==> config.mk <==
export PLATFORM = sky130hd
export DESIGN_NAME = serial_add_ctrl
export DESIGN_NICKNAME = d
export VERILOG_FILES = /design/src/rtl/serial_add_ctrl_pkg.sv /design/src/rtl/serial_add_ctrl_full_adder.sv /design/src/rtl/serial_add_ctrl.sv
export SDC_FILE = /design/constraint.sdc
export NUM_CORES = 1
export LEC_CHECK = 0
export BUFFER_PORTS_ARGS = -buffer_cell sky130_fd_sc_hd__buf_2
export CAP_MARGIN = 20
export CORE_MARGIN = 2
export CORE_UTILIZATION = 45
export CTS_BUF_LIST = sky130_fd_sc_hd__clkbuf_16
export CTS_CLUSTER_DIAMETER = 150
export DETAILED_ROUTE_END_ITERATION = 12
export PLACE_DENSITY = 0.72
export SYNTH_ARGS = -nofsm -noshare
export SYNTH_HDL_FRONTEND = slang
export SYNTH_SLANG_ARGS = --single-unit
==> constraint.sdc <==
create_clock -name clk -period 1.04 [get_ports clk]
set_input_delay 0 -clock clk [delete_from_list [all_inputs] [get_ports clk]]
set_output_delay 0 -clock clk [all_outputs]
set_load 0.03 [all_outputs]
==> src/rtl/serial_add_ctrl_pkg.sv <==
// Shared definitions for the bit-serial adder controller: FSM state
// encodings, the default operand width and the bit-counter width helper.
package serial_add_ctrl_pkg;

  // Default operand width when the instantiating scope does not override W.
  localparam int SERIAL_ADD_W = 4;

  // Controller states; encodings are fixed so waveforms and checkers can
  // decode the debug state output directly.
  typedef enum logic [1:0] {
    IDLE = 2'd0,
    RUN  = 2'd1,
    DONE = 2'd2
  } state_e;

  // Bit counter needs clog2(W) bits, but never fewer than one.
  function automatic int cnt_width(input int w);
    return (w > 1) ? $clog2(w) : 1;
  endfunction

endpackage

==> src/rtl/serial_add_ctrl_full_adder.sv <==
// 1-bit full adder shared by the team's arithmetic exercises; the serial
// controller time-shares a single instance of it.
module full_adder (
  input  logic a_i,
  input  logic b_i,
  input  logic ci_i,
  output logic s_o,
  output logic co_o
);

  // Plain sum/majority-carry equations.
  always_comb begin
    s_o  = a_i ^ b_i ^ ci_i;
    co_o = (a_i & b_i) | (a_i & ci_i) | (b_i & ci_i);
  end

endmodule

==> src/rtl/serial_add_ctrl.sv <==
// Bit-serial adder controller: adds two W-bit operands LSB first, one bit
// per clock, through one full_adder. Operands are latched on an accepted
// start; the sum is assembled in a shift register and published with a
// one-cycle done pulse, W+1 cycles after the start is sampled.
// Optional feature macro: SERIAL_ADD_OVF_EN adds the signed-overflow
// output ovf, loaded and held alongside sum.
//
// Handshake: start is a request sampled only in IDLE or DONE (ignored in
// RUN, never queued); busy is high for exactly the W RUN cycles; done is
// high for exactly the one DONE cycle, and sum/cout(/ovf) are valid from
// that cycle until the next result is published or reset.
module serial_add_ctrl
  import serial_add_ctrl_pkg::*;
#(
  parameter int W = SERIAL_ADD_W
) (
  input  logic         clk,
  input  logic         rst_n,
  input  logic         start,
  input  logic [W-1:0] a,
  input  logic [W-1:0] b,
  input  logic         cin,
  output logic         busy,
  output logic         done,
  output logic [W-1:0] sum,
  output logic         cout,
`ifdef SERIAL_ADD_OVF_EN
  output logic         ovf,
`endif
  output state_e       state_o
);

  localparam int            CW       = cnt_width(W);
  localparam logic [CW-1:0] CNT_LAST = CW'(W - 1);

  state_e          state_q,  state_d;
  logic [W-1:0]    a_sh_q,   a_sh_d;
  logic [W-1:0]    b_sh_q,   b_sh_d;
  logic [W-1:0]    sum_sh_q, sum_sh_d;
  logic [W-1:0]    sum_q,    sum_d;
  logic            carry_q,  carry_d;
  logic            cout_q,   cout_d;
  logic [CW-1:0]   cnt_q,    cnt_d;
`ifdef SERIAL_ADD_OVF_EN
  logic            ovf_q,    ovf_d;
`endif

  logic            fa_sum;
  logic            fa_cout;
  logic            accept;
  logic [W-1:0]    sum_next;

  // The single shared adder always looks at the current LSBs and carry.
  full_adder u_fa (
    .a_i  (a_sh_q[0]),
    .b_i  (b_sh_q[0]),
    .ci_i (carry_q),
    .s_o  (fa_sum),
    .co_o (fa_cout)
  );

  // Sum shift register with this cycle's bit inserted at the top; after
  // W shifts the LSB of the result has reached bit 0.
  always_comb begin
    sum_next = (sum_sh_q >> 1) | (W'(fa_sum) << (W - 1));
  end

  // Next-state and datapath control; defaults hold every register.
  always_comb begin
    state_d  = state_q;
    a_sh_d   = a_sh_q;
    b_sh_d   = b_sh_q;
    sum_sh_d = sum_sh_q;
    sum_d    = sum_q;
    carry_d  = carry_q;
    cout_d   = cout_q;
    cnt_d    = cnt_q;
`ifdef SERIAL_ADD_OVF_EN
    ovf_d    = ovf_q;
`endif
    accept   = 1'b0;

    case (state_q)
      IDLE: begin
        accept = start;
      end
      RUN: begin
        sum_sh_d = sum_next;
        carry_d  = fa_cout;
        a_sh_d   = a_sh_q >> 1;
        b_sh_d   = b_sh_q >> 1;
        cnt_d    = cnt_q + 1'b1;
        if (cnt_q == CNT_LAST) begin
          // Last bit: publish the result including the bit added now.
          state_d = DONE;
          sum_d   = sum_next;
          cout_d  = fa_cout;
`ifdef SERIAL_ADD_OVF_EN
          // carry_q is the carry into the MSB, fa_cout the carry out.
          ovf_d   = carry_q ^ fa_cout;
`endif
        end
      end
      DONE: begin
        // A start here chains straight into the next operation.
        accept = start;
        if (!start) begin
          state_d = IDLE;
        end
      end
      default: begin
        state_d = IDLE;
      end
    endcase

    if (accept) begin
      state_d  = RUN;
      a_sh_d   = a;
      b_sh_d   = b;
      carry_d  = cin;
      cnt_d    = '0;
      sum_sh_d = '0;
    end
  end

  // State and datapath registers with synchronous active-low reset.
  always_ff @(posedge clk) begin
    if (!rst_n) begin
      state_q  <= IDLE;
      a_sh_q   <= '0;
      b_sh_q   <= '0;
      sum_sh_q <= '0;
      sum_q    <= '0;
      carry_q  <= 1'b0;
      cout_q   <= 1'b0;
      cnt_q    <= '0;
`ifdef SERIAL_ADD_OVF_EN
      ovf_q    <= 1'b0;
`endif
    end else begin
      state_q  <= state_d;
      a_sh_q   <= a_sh_d;
      b_sh_q   <= b_sh_d;
      sum_sh_q <= sum_sh_d;
      sum_q    <= sum_d;
      carry_q  <= carry_d;
      cout_q   <= cout_d;
      cnt_q    <= cnt_d;
`ifdef SERIAL_ADD_OVF_EN
      ovf_q    <= ovf_d;
`endif
    end
  end

  // Status and result outputs decoded from registered state.
  always_comb begin
    busy    = (state_q == RUN);
    done    = (state_q == DONE);
    sum     = sum_q;
    cout    = cout_q;
    state_o = state_q;
`ifdef SERIAL_ADD_OVF_EN
    ovf     = ovf_q;
`endif
  end

endmodule

==> summary.txt <==
Status
  – Status: finished with violations
  – Violations in the final reports: negative setup slack

Run
  – Max cap viols: 0

Clock tree
  – Clock sink count: 21
  – Clk Latency, worst-skew pair: 250 ps
  – Clock tree root driver cell: clkbuf_16
  – Cts bufs inserted: 3
  – Clock Path Buffers: 2
  – H-tree depth: 1
  – Worst-path clk slew: 50 ps
  – Setup bufs post-CTS: 0
  – CTS tree: done

Power and ir drop
  – VDD IR max: 1019 uV
  – Leakage: 0.0004961 uW
  – Pwr Total: 1924 uW
  – PwrDens: 1547 nW/um^2

Drt
  – Vias per cell: 5.146
  – Antenna Nets Post-Route: 0
  – Post-Route WL: 1.878 mm
  – Initial DRC Count: 9
  – DR WL/cell: 12.44 um
  – Residual DRC count: 0
  – First-pass DRT Iterations: 4
  – Routed via count: 777

Worst hold path
  – Hold Crit Class: primary input to flip-flop
  – Hold path cells: 3

Setup path
  – CP Buf/Inv Count: 0
  – Worst setup SP type: flip-flop
  – Delay-heaviest family, CP: adder cells
  – WP depth: 3
  – Crit end category: flip-flop
  – Max incr delay on CP: 570 ps
  – Ordered list of cells on the worst path: fa_2 -> nand2_1 -> a21oi_1
  – Crit-path slowest cell: fa_2
  – Worst EP arrival: 1320 ps
  – Crit Path Max Fanout: 2
  – WS Path Type: flip-flop to flip-flop
  – Worst path required time: 1220 ps
  – Worst reg2reg path depth: 3

Global routing
  – First-pass GRT wire length: 2.863 mm
  – Pin count of the biggest net entering global routing: 19
  – Initial antenna violation count: 0
  – All-Layer GR Usage: 18.37%
  – Vias in the first global route: 701
  – GR Overflow Total: 0

Timing
  – Setup TNS: -184.7 ps
  – Final setup viols: 2
  – Final min period: 1140 ps
  – RSZ-0062 raised after global routing: true
  – Fin crit share: 109.6%
  – Slack of the critical path: -99.82 ps
  – Peak Freq: 877.3 MHz
  – Fin. Hold Viols: 0
  – Max Transition Viols Final: 0
  – Setup Skew: 1.350 ps
  – Hold_ws: 14.49 ps
  – Worst Max-Slew Pin Slew: 295.6 ps
  – Max-slew headroom: 80.30%

Floorplan
  – Core area: 1764 um^2
  – Die ar.: 2294 um^2
  – Row count: 15
  – Boundary Pins: 21
  – Die span in y: 47.90 um
  – Die width: 47.90 um
  – Initial Util: 49.15%

Layout
  – Area growth syn-to-layout: 43.43%
  – N_diodes: 0
  – Layout cells sized above 1: 41.27%
  – Nets: 141
  – Commonest non-fill, non-tap cell in the layout: buf_2
  – # fillers: 159
  – Non-Filler Instances: 151
  – Most frequent cells in the layout: 19 x buf_2, 17 x nand3_1, 16 x dfxtp_1

Synthesis
  – Syn nets: 111
  – YS warnings: 0
  – Cell variety after synth: 24
  – Flops & latches, synth: 21
  – Syn Inst Count: 97
  – Syn Area/Cell: 8.939 um^2
  – Mapped cell area: 867.1 um^2
  – Seq/Total Area, Yosys: 48.48%

Placed design
  – DP HPWL: 1.231 mm
  – Placed insts: 143
  – Number of port buffers: 20
  – Final Wtd Congestion: 0.7435
==> per-stage QoR <==
| stage | instance area, um^2 | setup WS [ps] | util, % |
|---|---|---|---|
| CTS | 1169 | -72.96 | 66.24 |
| detailed placement | 1056 | -59.28 | 59.86 |
| floorplan | 907.1 | -92.81 | - |
| global placement | 1056 | -31.30 | 59.86 |
| global route | 1244 | -163.9 | 70.50 |
| finish | 1244 | -99.82 | 70.50 |
==> cells by family (layout without fill, tap and decap cells) <==
| kind of cell | Yosys count | in the layout | synth area share, % |
|---|---|---|---|
| AOI/OAI and AO/OA | 25 | 25 | 18.33 |
| DFF | 21 | 21 | 48.48 |
| and+or+nand+nor | 39 | 39 | 21.50 |
| xor gates and xnor gates | 1 | 1 | 1.010 |
| adders and majority gates | 2 | 2 | 3.752 |
| buffers and inverters | 9 | 38 | 6.926 |
==> flip-flops by register name, summed over array words and instances (netlist names) <==
signal	count
a_sh_q	4
b_sh_q	4
carry_q	1
cnt_q	2
cout	1
state_o	2
sum	4
sum_sh_q	3
==> cells in the mapped netlist, drive strengths merged <==
library cell   n  share of area [%]
buf            6                5.2
nand3         17                9.8
nor2b          2                1.4
a21boi         6                5.2
and3           1               0.72
and2           1               0.72
a22oi          6                5.2
nand2         14                6.1
nor2           1               0.43
inv            1               0.72
xnor2          1                1.0
dfxtp         21                 48
clkbuf         2                1.0
a21oi          4                2.3
fa             1                2.3
nand2b         2                1.4
ha             1                1.4
o221ai         1                1.0
o21ai          8                4.6
nand3b         1               0.87
==> cell type report <==
| class | count | area, um^2 | share of cell area (%) |
|---|---|---|---|
| inverters | 1 | 16.27 | 1.308 |
| multi-input cells | 67 | 452.9 | 36.42 |
| repair buffers | 33 | 232.7 | 18.71 |
| flip-flops and latches | 21 | 431.7 | 34.71 |
| clock buffers | 3 | 75.07 | 6.036 |
| well taps | 25 | 31.28 | 2.515 |
| clock inverters | 1 | 3.754 | 0.3018 |
==> path summary, 6_finish.rpt <==
check        slack (ps)     endpoint   startpoint
max reg2reg        -100  sum_sh_q[3]      carry_q
max                -100  sum_sh_q[3]      carry_q
min reg2reg         460       sum[0]  sum_sh_q[1]
min                  10      carry_q          cin
==> what timing repair did <==
item	CTS	global route
pin swaps	1	2
setup endpoints to repair	7	15
endpoints found under the hold margin	2	0
resized for setup	5	22
hold buffers	2	0
cloned	0	2
==> per-layer routing <==
metal,up-vias,track usage (%),routed length (um)
li1,396,-,-
met5,-,0,0
met2,17,29.87,929
met4,0,12.43,30
met1,360,21.56,853
met3,4,3.774,65
==> worst reg2reg max path, stage by stage, from the launching register on <==
cell and delay, ps:
dfxtp_2 330, fa_2 570, nand2_1 50, a21oi_1 120
==> report_power, final <==
| group | leakage [uW] | internal, uW | switching (uW) | total (uW) |
|---|---|---|---|---|
| Combinational | 0.000280 | 128 | 136 | 264 |
| Sequential | 0.000174 | 837 | 28.9 | 866 |
| Clock | 0.0000423 | 512 | 282 | 794 |
Note: power is estimated with default switching activity, not from simulation.
